--- src/rtl/data_mem_arbiter_if.sv ---
// Request/response bundle between the two requesters (CPU LSU, debug loader)
// and the data memory arbiter. Index 0 is the CPU port, index 1 the debug port.
interface data_mem_arbiter_if #(
    parameter int AW = 4,
    parameter int DW = 4
);
    logic [1:0]         req_valid;
    logic [1:0]         req_we;
    logic [1:0][AW-1:0] req_addr;
    logic [1:0][DW-1:0] req_wdata;
    logic [1:0]         req_ready;
    logic [1:0]         rsp_valid;
    logic [1:0][DW-1:0] rsp_rdata;

    modport master (
        output req_valid, req_we, req_addr, req_wdata,
        input  req_ready, rsp_valid, rsp_rdata
    );

    modport slave (
        input  req_valid, req_we, req_addr, req_wdata,
        output req_ready, rsp_valid, rsp_rdata
    );
endinterface

--- src/rtl/data_mem_arbiter.sv ---
// Two-port round-robin arbiter and sequencer for the 16x4 data memory.
// Serialises single-word requests onto the memory interface, absorbs the
// memory's one-cycle registered read latency and returns one response per
// accepted request. Clears the memory once after every reset.
//
// state | meaning
// ------+---------------------------------------------------------------
// INIT  | first cycle after reset release, memory clear pulse
// IDLE  | waiting for a request, ready given to the arbitration winner
// ISSUE | one-cycle memory read or write strobe from the accepted command
// WAIT  | read data arriving from the memory, captured for the response
// RESP  | one-cycle response pulse to the granted port
module data_mem_arbiter #(
    parameter int AW = 4,
    parameter int DW = 4
) (
    input  logic              clk,
    input  logic              reset,
    data_mem_arbiter_if.slave bus,
    output logic [AW-1:0]     mem_address,
    output logic [DW-1:0]     mem_write_data,
    output logic              mem_write_enable,
    output logic              mem_read_enable,
    output logic              mem_clear,
    input  logic [DW-1:0]     mem_read_data,
    output logic              busy
);

    typedef enum logic [2:0] {INIT, IDLE, ISSUE, WAIT, RESP} state_t;

    state_t        state;
    logic          last_grant;
    logic          lat_port;
    logic          lat_we;
    logic          win;
    logic          any_valid;
    logic [1:0]    rsp_valid_q;
    logic [DW-1:0] rsp_rdata_q;

    // Arbitration: a lone requester wins; on contention the port not served last wins.
    always_comb begin
        any_valid = |bus.req_valid;
        if (&bus.req_valid) begin
            win = ~last_grant;
        end else begin
            win = bus.req_valid[1];
        end
    end

    assign bus.req_ready    = (state == IDLE && any_valid) ? (win ? 2'b10 : 2'b01) : 2'b00;
    assign bus.rsp_valid    = rsp_valid_q;
    assign bus.rsp_rdata[0] = rsp_valid_q[0] ? rsp_rdata_q : '0;
    assign bus.rsp_rdata[1] = rsp_valid_q[1] ? rsp_rdata_q : '0;

    // The reset state is INIT, so these two decodes are gated with reset to
    // keep them low while reset is held and let the clear pulse appear only
    // in the cycle after release.
    assign mem_clear = reset && (state == INIT);
    assign busy      = reset && (state != IDLE);

    // Sequencer with registered memory strobes and response outputs.
    always_ff @(posedge clk or negedge reset) begin
        if (!reset) begin
            state            <= INIT;
            last_grant       <= 1'b1;
            lat_port         <= 1'b0;
            lat_we           <= 1'b0;
            mem_address      <= '0;
            mem_write_data   <= '0;
            mem_write_enable <= 1'b0;
            mem_read_enable  <= 1'b0;
            rsp_valid_q      <= 2'b00;
            rsp_rdata_q      <= '0;
        end else begin
            case (state)
                INIT: begin
                    state <= IDLE;
                end
                IDLE: begin
                    if (any_valid) begin
                        lat_port         <= win;
                        lat_we           <= bus.req_we[win];
                        last_grant       <= win;
                        mem_address      <= bus.req_addr[win];
                        mem_write_data   <= bus.req_wdata[win];
                        mem_write_enable <= bus.req_we[win];
                        mem_read_enable  <= ~bus.req_we[win];
                        state            <= ISSUE;
                    end
                end
                ISSUE: begin
                    mem_address      <= '0;
                    mem_write_data   <= '0;
                    mem_write_enable <= 1'b0;
                    mem_read_enable  <= 1'b0;
                    if (lat_we) begin
                        rsp_valid_q <= {lat_port, ~lat_port};
                        rsp_rdata_q <= '0;
                        state       <= RESP;
                    end else begin
                        state <= WAIT;
                    end
                end
                WAIT: begin
                    rsp_valid_q <= {lat_port, ~lat_port};
                    rsp_rdata_q <= mem_read_data;
                    state       <= RESP;
                end
                RESP: begin
                    rsp_valid_q <= 2'b00;
                    rsp_rdata_q <= '0;
                    state       <= IDLE;
                end
                default: begin
                    state <= INIT;
                end
            endcase
        end
    end

endmodule

--- src/flat_wrapper.sv ---
// flat-port wrapper written by rule: the top's interface ports become plain ports
module data_mem_arbiter_flat 
#(
    parameter int AW = 4,
    parameter int DW = 4
)
  (clk, reset, mem_address, mem_write_data, mem_write_enable, mem_read_enable, mem_clear, mem_read_data, busy, bus_req_valid, bus_req_we, bus_req_addr, bus_req_wdata, bus_req_ready, bus_rsp_valid, bus_rsp_rdata);
  data_mem_arbiter_if #(.AW(AW), .DW(DW)) bus_i ();
  input  logic clk;
  input  logic reset;
  output logic [AW-1:0] mem_address;
  output logic [DW-1:0] mem_write_data;
  output logic mem_write_enable;
  output logic mem_read_enable;
  output logic mem_clear;
  input  logic [DW-1:0] mem_read_data;
  output logic busy;
  input wire logic [$bits(bus_i.req_valid)-1:0] bus_req_valid;
  input wire logic [$bits(bus_i.req_we)-1:0] bus_req_we;
  input wire logic [$bits(bus_i.req_addr)-1:0] bus_req_addr;
  input wire logic [$bits(bus_i.req_wdata)-1:0] bus_req_wdata;
  output wire logic [$bits(bus_i.req_ready)-1:0] bus_req_ready;
  output wire logic [$bits(bus_i.rsp_valid)-1:0] bus_rsp_valid;
  output wire logic [$bits(bus_i.rsp_rdata)-1:0] bus_rsp_rdata;
  assign bus_i.req_valid = bus_req_valid;
  assign bus_i.req_we = bus_req_we;
  assign bus_i.req_addr = bus_req_addr;
  assign bus_i.req_wdata = bus_req_wdata;
  assign bus_req_ready = bus_i.req_ready;
  assign bus_rsp_valid = bus_i.rsp_valid;
  assign bus_rsp_rdata = bus_i.rsp_rdata;
  data_mem_arbiter #(.AW(AW), .DW(DW)) u_core (.clk(clk), .reset(reset), .bus(bus_i), .mem_address(mem_address), .mem_write_data(mem_write_data), .mem_write_enable(mem_write_enable), .mem_read_enable(mem_read_enable), .mem_clear(mem_clear), .mem_read_data(mem_read_data), .busy(busy));
endmodule
--- config.mk ---
export PLATFORM = sky130hd
export DESIGN_NAME = data_mem_arbiter_flat
export DESIGN_NICKNAME = d
export VERILOG_FILES = /design/src/rtl/data_mem_arbiter_if.sv /design/src/rtl/data_mem_arbiter.sv /design/src/flat_wrapper.sv
export SDC_FILE = /design/constraint.sdc
export NUM_CORES = 1
export LEC_CHECK = 0
export ABC_CLOCK_PERIOD_IN_PS = 1560
export CAP_MARGIN = 5
export CELL_PAD_IN_SITES_DETAIL_PLACEMENT = 0
export CELL_PAD_IN_SITES_GLOBAL_PLACEMENT = 1
export CORE_ASPECT_RATIO = 0.7
export CORE_MARGIN = 8
export CORE_UTILIZATION = 31
export CTS_BUF_LIST = sky130_fd_sc_hd__clkbuf_4 sky130_fd_sc_hd__clkbuf_8
export CTS_CLUSTER_SIZE = 30
export DETAILED_ROUTE_END_ITERATION = 16
export PLACE_DENSITY_LB_ADDON = 0.1
export SKIP_CTS_REPAIR_TIMING = 1
export SYNTH_ARGS = -nofsm -noshare
export SYNTH_HDL_FRONTEND = slang
export SYNTH_SLANG_ARGS = --single-unit
export TNS_END_PERCENT = 1
--- constraint.sdc ---
create_clock -name clk -period 1.56 [get_ports clk]
set_clock_uncertainty 0.1 [all_clocks]
set_input_delay 0.234 -clock clk [delete_from_list [all_inputs] [get_ports clk]]
set_output_delay 0.234 -clock clk [all_outputs]
set_load 0.05 [all_outputs]
Word-level counts from Yosys, hierarchy flattened
Cells that the tools add are included.
{ "classes": {"bitwise_logic": 3, "magnitude_cmp": 1, "muxes": 26, "n_eq_ne": 7, "n_reduce_logical": 12} }
{ "ops": {"columns": ["operator", "count"], "rows": [
  ["$mux W4", 9],
  ["$pmux W4 S2", 2],
  ["$pmux W3 S4", 1],
  ["$pmux W4 S3", 1],
  ["$reduce_and A2 Y1", 4],
  ["$eq A3 B2 Y1 const B", 2],
  ["$mux W2", 3],
  ["$mux W3", 2],
  ["$pmux W2 S3", 1],
  ["$mux W1", 5],
  ["$ne A2 B1 Y1 const B", 2],
  ["$pmux W1 S2", 2],
  ["$reduce_or A2 Y1", 2],
  ["$eq A3 B1 Y1 const B", 1],
  ["$eq A3 B3 Y1 const B", 1],
  ["$logic_and A1 B1 Y1", 3],
  ["$logic_not A3 Y1", 1],
  ["$ne A3 B1 Y1 const B", 1],
  ["$not A1 Y1", 3],
  ["$reduce_bool A3 Y1", 1],
  ["$lt A1 B2 Y1 const B", 1],
  ["$reduce_bool A2 Y1", 1]
]} }
{ "word_totals": {"input_bits": 26, "output_inout_bits": 24, "word_cells": 59, "register_bits": 22} }

Logic depth before layout (Yosys ltp)
Gate-level depths: netlist of run 1.
{ "logic_depth": {"depth_word": 7, "depth_mapped": 6} }

Worst setup path before layout of run 1
OpenSTA, ideal clock, no wires.
{ "synth_path": {"path_type": "reg2out", "startpoint": "register u_core.state[1]", "endpoint": "output port mem_clear", "setup_slack_ps": -1026, "stages_incl_launch_ff": 3, "required_time_ps": 1226, "arrival_time_ps": 2252, "path_cell_list": "dfrtp_1 -> buf_2 -> nor4b_1"} }
{ "synth_between": {"elab_chain_len": 2} }
{ "synth_rtl": {"columns": ["element", "line", "source"], "rows": [
  ["start, declared", "data_mem_arbiter.sv:31", "state_t state;"],
  ["start signal, assigned", "data_mem_arbiter.sv:64", "state <= INIT;"],
  ["start signal, assigned", "data_mem_arbiter.sv:77", "state <= IDLE;"],
  ["start signal, assigned", "data_mem_arbiter.sv:88", "state <= ISSUE;"],
  ["$logic_not A3 Y1", "data_mem_arbiter.sv:58", "assign mem_clear = reset && (state == INIT);"],
  ["$logic_and A1 B1 Y1", "data_mem_arbiter.sv:58", null],
  ["end, declared", "flat_wrapper.sv:15", "output logic mem_clear;"]
]} }
Every way passes these cells.

Worst setup path after layout of run 1
{ "layout_path": {"startpoint": "register u_core.state[1]", "endpoint": "output port bus_req_ready[0]"} }
{ "layout_between": {"elab_chain_len": 3} }
{ "layout_rtl": {"columns": ["element", "line", "source"], "rows": [
  ["$eq A3 B1 Y1", "data_mem_arbiter.sv:50", "assign bus.req_ready = (state == IDLE && any_valid) ? (win ? 2'b10 : 2'b01) : 2'b00;"],
  ["$logic_and A1 B1 Y1", "data_mem_arbiter.sv:50", null],
  ["$mux W2", "data_mem_arbiter.sv:50", null],
  ["end, declared", "flat_wrapper.sv:22", "output wire logic [$bits(bus_i.req_ready)-1:0] bus_req_ready;"]
]} }
Every way passes these cells.

==> reports/qor.yml, run 1 <==
outcome:
  outcome: "complete, but fails checks"
  failed_checks: "negative setup slack"
logic_synthesis:
  synth-edff-count: 0
  yosys_warnings: 0
  ys.flop_type: "dfrtp_1"
  synthArstFlopShare: 1.000
  syn_avg_cell_area_sq_um: 11.27
  syn_area_sq_mm: 0.001094
  syn-instance-count: 97
  yosysUniqueCellTypes: 35
  ys_ff_latch: 22
  syn_nets: 123
  ys_seq_area_frac: 0.5046
layout:
  seq_area_sq_um: 551.8
  antennaDiodeCount: 0
  final_common_cell: "clkdlybuf4s50_1"
  nFillCells: 310
  layout_common_cells: "clkdlybuf4s50_1, buf_12, dfrtp_1"
  nets: 188
  area_growth_pct: 89.13
  drive_above_1_share: 0.3416
  multi_input_area_sq_um: 529.3
  final_core_util: 0.6002
setup_path:
  crit_fanout: 3
  critical_path_arrival_ns: 1.41
  required_ns: 1.23
  cp-end-kind: "output pin"
  path_class: "reg -> out"
  reg2reg_to: "u_core.rsp_rdata_q[0]$_DFFE_PN0P_"
  cp_cell_sequence: "nor3b_4 -> o21ai_2 -> buf_4 -> nor2_4 -> buf_6"
  rr_startpoint: "u_core.state[2]$_DFFE_PN0P_"
  endpoint: "bus_req_ready[0]"
  start_kind: "flip-flop"
  reg2reg_depth: 5
  cp.depth: 5
  path_buf_inv: 2
  cp_slowest_stage_delay_ns: 0.42
  reg2reg_slack_ns: 0.05
  cpMaxStageDelayCell: "dfrtp_1"
  crit_family: "flip-flops"
  crit_path_start: "u_core.state[1]$_DFFE_PN0P_"
drt:
  drtPass1Iterations: 4
  ant_nets: 0
  remaining_drc_errors: 0
  wl_per_cell_um: 15.70
  drt_wl_total_um: 3312
  vias: 990
  first_iter_violations: 20
  routed_via_density: 4.692
grt:
  grt_pass1_vias: 1059
  track_usage: 0.1193
  antenna_found_initial: 0
  grt_first_pass_wirelength_um: 5230
  grt.overflow.total: 0
  grt_max_degree: 18
sta:
  setup_viol: 4
  fin_ws_ns: -0.1843
  maxSlewHeadroom: 0.7464
  rsz0062_at_grt: "yes"
  tns_ns: -0.5514
  drv_slew: 0
  fin_crit_sh: 1.118
  worstMarginPinSlew_ns: 0.3790
  finalHoldViolations: 0
  fmax_mhz: 573.3
  final_period_minus_worst_setup_slack_ns: 1.744
floorplanning:
  core_sq_mm: 0.003446
  die-area_sq_mm: 0.005714
  rows: 18
  start_util: 0.3174
  die_y_um: 65.69
  die_w_um: 86.99
  io-pin-count: 50
place:
  io_buffer_count: 49
  dp_hpwl_um: 2650
  place.gp.congestion: 0.7153
clock_tree:
  cts_buffers: 3
  clkLatencyLatePin_ns: 0.27
  cts_buffer_depth: 2
  path_clk_slew_ns: 0.08
  cts_htree_levels: 1
  cts_tree: "yes"
  root_buffer: "clkbuf_8"
  cts_sinks: 22
pwr:
  p_leak_nw: 0.9127
  power_density_mw_per_mm2: 2214
  vdd_drop_max_mv: 1.079
  p_total_mw: 4.580
job:
  drv_cap: 0
worst_hold_path:
  hold_path_class: "in -> async"
synth_stat cells (all sizes together), types with 3 or more instances:
cell	n	share of area
mux2i	8	0.073
and2	9	0.051
nand2b	3	0.017
o21ai	3	0.017
nand2	3	0.010
a22o	4	0.032
a21boi	3	0.024
dfrtp	21	0.48
o2bb2ai	8	0.064
a21oi	4	0.018
nor2	6	0.021
buf	5	0.033
worst reg2reg max path, cell delays in order (launching register included):
cell	delay, ns
dfrtp_1	0.42
buf_4	0.18
o21ba_2	0.26
nand2_1	0.09
o21a_2	0.16
a22o_1	0.19
where the power goes:
part | switching (mW) | internal (mW) | total, mW
registers | 0.280 | 0.843 | 1.12
logic | 1.54 | 1.50 | 3.04
clock network | 0.193 | 0.225 | 0.419
flip-flops by register name (all words and copies together) (netlist names):
name,flops
u_core.mem_address,4
u_core.mem_write_data,4
u_core.rsp_rdata_q,4
u_core.state,3
u_core.bus.rsp_valid,2
u_core.last_grant,1
u_core.lat_port,1
u_core.lat_we,1
u_core.mem_read_enable,1
u_core.mem_write_enable,1
per-layer routing:
layer	global-route usage	part of all wire	up-vias	routed length [um]
met5	0	0	-	0
met1	0.1504	0.46	478	1520
met3	0.05479	0.074	7	245
li1	-	-	475	-
met2	0.1765	0.46	30	1507
met4	0.03846	0.011	0	38
logic make-up (layout without fill, tap and decap cells):
family | count (synthesis) | count (layout) | synth area share
AO/OA/AOI/OAI | 32 | 32 | 0.2311
AND/OR/NAND/NOR | 27 | 27 | 0.1476
flip-flops | 22 | 22 | 0.5046
multiplexers | 8 | 8 | 0.07323
buffers and inverters | 8 | 72 | 0.04347
final cells by class:
type | count | share of cell area
multi-input combinational | 67 | 0.2559
clock buffer | 4 | 0.02662
sequential | 22 | 0.2668
tap | 50 | 0.03025
timing repair buffer | 66 | 0.4168
inverter | 2 | 0.003630
how the worst min path moves through the flow:
stage                                            from  depth (start not counted)                                   to  slack (ns)
after floorplan                                 reset                          0  u_core.bus.rsp_valid[0]$_DFFE_PN0P_       -0.16
after global placement    u_core.lat_port$_DFFE_PN0P_                          1  u_core.bus.rsp_valid[0]$_DFFE_PN0P_        0.39
after detailed placement  u_core.lat_port$_DFFE_PN0P_                          1  u_core.bus.rsp_valid[0]$_DFFE_PN0P_        0.39
after CTS                                       reset                          2  u_core.bus.rsp_valid[0]$_DFFE_PN0P_        0.28
after global routing                            reset                          2          u_core.state[2]$_DFFE_PN0P_        0.29
final                                           reset                          2          u_core.state[2]$_DFFE_PN0P_        0.26
through the flow:
| step | setup slack, ns | std cells | hold slack (ns) | cell area (sq um) |
|---|---|---|---|---|
| 2_1_floorplan | -0.03708 | 97 | -0.1616 | 1126 |
| 3_3_place_gp | -0.1610 | 206 | 0.3864 | 1989 |
| 3_5_place_dp | -0.1821 | 206 | 0.3870 | 1989 |
| 4_1_cts | -0.2915 | 210 | 0.2752 | 2044 |
| 5_1_grt | -0.2440 | 211 | 0.2881 | 2068 |
| 6_report | -0.1843 | 211 | 0.2591 | 2068 |
(Power assumes the default switching activity.)
==> run 2, diff against run 1 <==
--- a/config.mk
+++ b/config.mk
@@ -16,6 +16,7 @@
 export CTS_CLUSTER_SIZE = 30
 export DETAILED_ROUTE_END_ITERATION = 16
 export PLACE_DENSITY_LB_ADDON = 0.1
+export SETUP_SLACK_MARGIN = 0.15
 export SKIP_CTS_REPAIR_TIMING = 1
 export SYNTH_ARGS = -nofsm -noshare
 export SYNTH_HDL_FRONTEND = slang
==> run 2 against run 1 <==
- the flow still finishes with violations (negative setup slack)
- combinational power is 2% higher
- flip-flop and latch count is the same
- sequential power about the same
- register-to-register slack about the same
- worst hold slack about the same
- critical endpoint unchanged
- worst setup slack is essentially flat
- utilization rose by 0.87 points
- wire length increased by 1.1%
- via count is 0.40% higher
- cell count did not move
==> reports/qor.yml, run 2 (synthesis results as in run 1) <==
grt:
  top_usage_layer: "met2"
  track_usage: 0.1193
  gr-usage-met2: 0.1765
  use_met3: 0.05479
  grt.overflow.total: 0
  antenna_found_initial: 0
  grt_pass1_vias: 1059
  grt_first_pass_wirelength_um: 5230
  use_met1: 0.1504
  grt_max_degree: 18
layout:
  area_growth_pct: 91.88
  drive_above_1_share: 0.4161
  final_cells: 211
  antennaDiodeCount: 0
  layout_common_cells: "clkdlybuf4s50_1, buf_12, dfrtp_1"
  final_common_cell: "clkdlybuf4s50_1"
  seq_area_sq_um: 554.3
  nets: 188
  nFillCells: 303
  multi_input_area_sq_um: 556.8
  reg_top3: "u_core.mem_address (4), u_core.mem_write_data (4), u_core.rsp_rdata_q (4)"
clock_tree:
  cts_htree_levels: 1
  path_clk_slew_ns: 0.08
  cts_tree: "yes"
  cts_buffer_depth: 2
  cts_sinks: 22
  root_buffer: "clkbuf_8"
  clkLatencyLatePin_ns: 0.27
  cts_buffers: 3
setup_path:
  crit_family: "flip-flops"
  cp-end-kind: "output pin"
  reg2reg_to: "u_core.mem_read_enable$_DFFE_PN0P_"
  crit_fanout: 3
  required_ns: 1.23
  cp_cell_sequence: "nor3b_4 -> o21ai_2 -> buf_4 -> nor2_4 -> buf_6"
  cpMaxStageDelayCell: "dfrtp_1"
  reg2reg_depth: 5
  critical_path_arrival_ns: 1.41
  start_kind: "flip-flop"
  cp_slowest_stage_delay_ns: 0.42
  path_class: "reg -> out"
  rr_startpoint: "u_core.state[1]$_DFFE_PN0P_"
  reg2reg_slack_ns: 0.06
  cp.depth: 5
  path_buf_inv: 2
drt:
  drtPass1Iterations: 4
  remaining_drc_errors: 0
  drt_wl_total_um: 3350
  ant_nets: 0
  vias: 994
  first_iter_violations: 19
  routed_via_density: 4.711
  wl_per_cell_um: 15.88
worst_hold_path:
  hold_path_class: "in -> async"
sta:
  timing.hold.ws_ns: 0.2594
  fin_crit_sh: 1.118
  fmax_mhz: 573.2
  worstMarginPinSlew_ns: 0.3640
  drv_slew: 0
  maxSlewHeadroom: 0.7564
  finalHoldViolations: 0
  rsz0062_at_grt: "yes"
  final_period_minus_worst_setup_slack_ns: 1.744
  setup_viol: 4
  fin_ws_ns: -0.1845
floorplanning:
  rows: 18
  start_util: 0.3174
  die-area_sq_mm: 0.005714
  core_sq_mm: 0.003446
  die_w_um: 86.99
  io-pin-count: 50
  die_y_um: 65.69
pwr:
  power_density_mw_per_mm2: 2224
  p_total_mw: 4.667
  vdd_drop_max_mv: 1.095
  p_leak_nw: 0.9239
place:
  place.gp.congestion: 0.7153
  io_buffer_count: 49
  dp_hpwl_um: 2650
  dp.cells: 206
outcome:
  outcome: "complete, but fails checks"
  failed_checks: "negative setup slack"
job:
  drv_cap: 0
[run 2: changes by cell type in the layout (fill, tap and decap cells not counted)]
cell      previous run  this run
nand2_1              3         2
a211oi_2             0         1
and2_1               8         0
dfrtp_2              0         2
a211oi_1             1         0
nand2_2              0         1
dfrtp_1             21        19
and2_4               1         9
[run 2: worst max path at each step]
| stage | end | from |
|---|---|---|
| global route | bus_req_ready[0] | u_core.state[1]$_DFFE_PN0P_ |
| detailed placement | u_core.mem_write_data[3]$_DFFE_PN0P_ | bus_req_valid[0] |
| floorplan | bus_req_ready[0] | u_core.state[2]$_DFFE_PN0P_ |
| global placement | bus_req_ready[0] | bus_req_valid[1] |
| CTS | bus_req_ready[0] | u_core.state[2]$_DFFE_PN0P_ |
| finish | bus_req_ready[0] | u_core.state[1]$_DFFE_PN0P_ |
[run 2: metrics by stage]
| step | setup slack (ns) | area (sq um) | TNS, ns | util |
|---|---|---|---|---|
| final | -0.1845 | 2098 | -0.5523 | 0.6089 |
| after global placement | -0.1610 | 1989 | -1.844 | 0.5773 |
| after floorplan | -0.03708 | 1126 | -0.05976 | - |
| after global routing | -0.2440 | 2098 | -0.7534 | 0.6089 |
| after CTS | -0.2915 | 2044 | -0.7921 | 0.5933 |
| after detailed placement | -0.1821 | 1989 | -2.337 | 0.5773 |
[run 2: area by class of cell]
| type | count | share of cell area |
|---|---|---|
| inverter | 2 | 0.003578 |
| clock buffer | 4 | 0.02624 |
| tap | 50 | 0.02982 |
| sequential | 22 | 0.2642 |
| timing repair buffer | 66 | 0.4109 |
| multi-input combinational | 67 | 0.2654 |
[run 2: metal layers]
| layer | part of all wire | wire, um | up-vias |
|---|---|---|---|
| met2 | 0.46 | 1537 | 32 |
| met1 | 0.45 | 1524 | 478 |
| met4 | 0.011 | 38 | 0 |
| met3 | 0.075 | 250 | 7 |
| met5 | 0 | 0 | - |
| li1 | - | - | 477 |
[run 2: power breakdown]
group / internal, mW / leakage [nW] / switching, mW
Sequential: 0.849 / 0.271 / 0.296
Combinational: 1.55 / 0.624 / 1.56
Clock: 0.225 / 0.0288 / 0.193
Total: 2.62 / 0.924 / 2.05
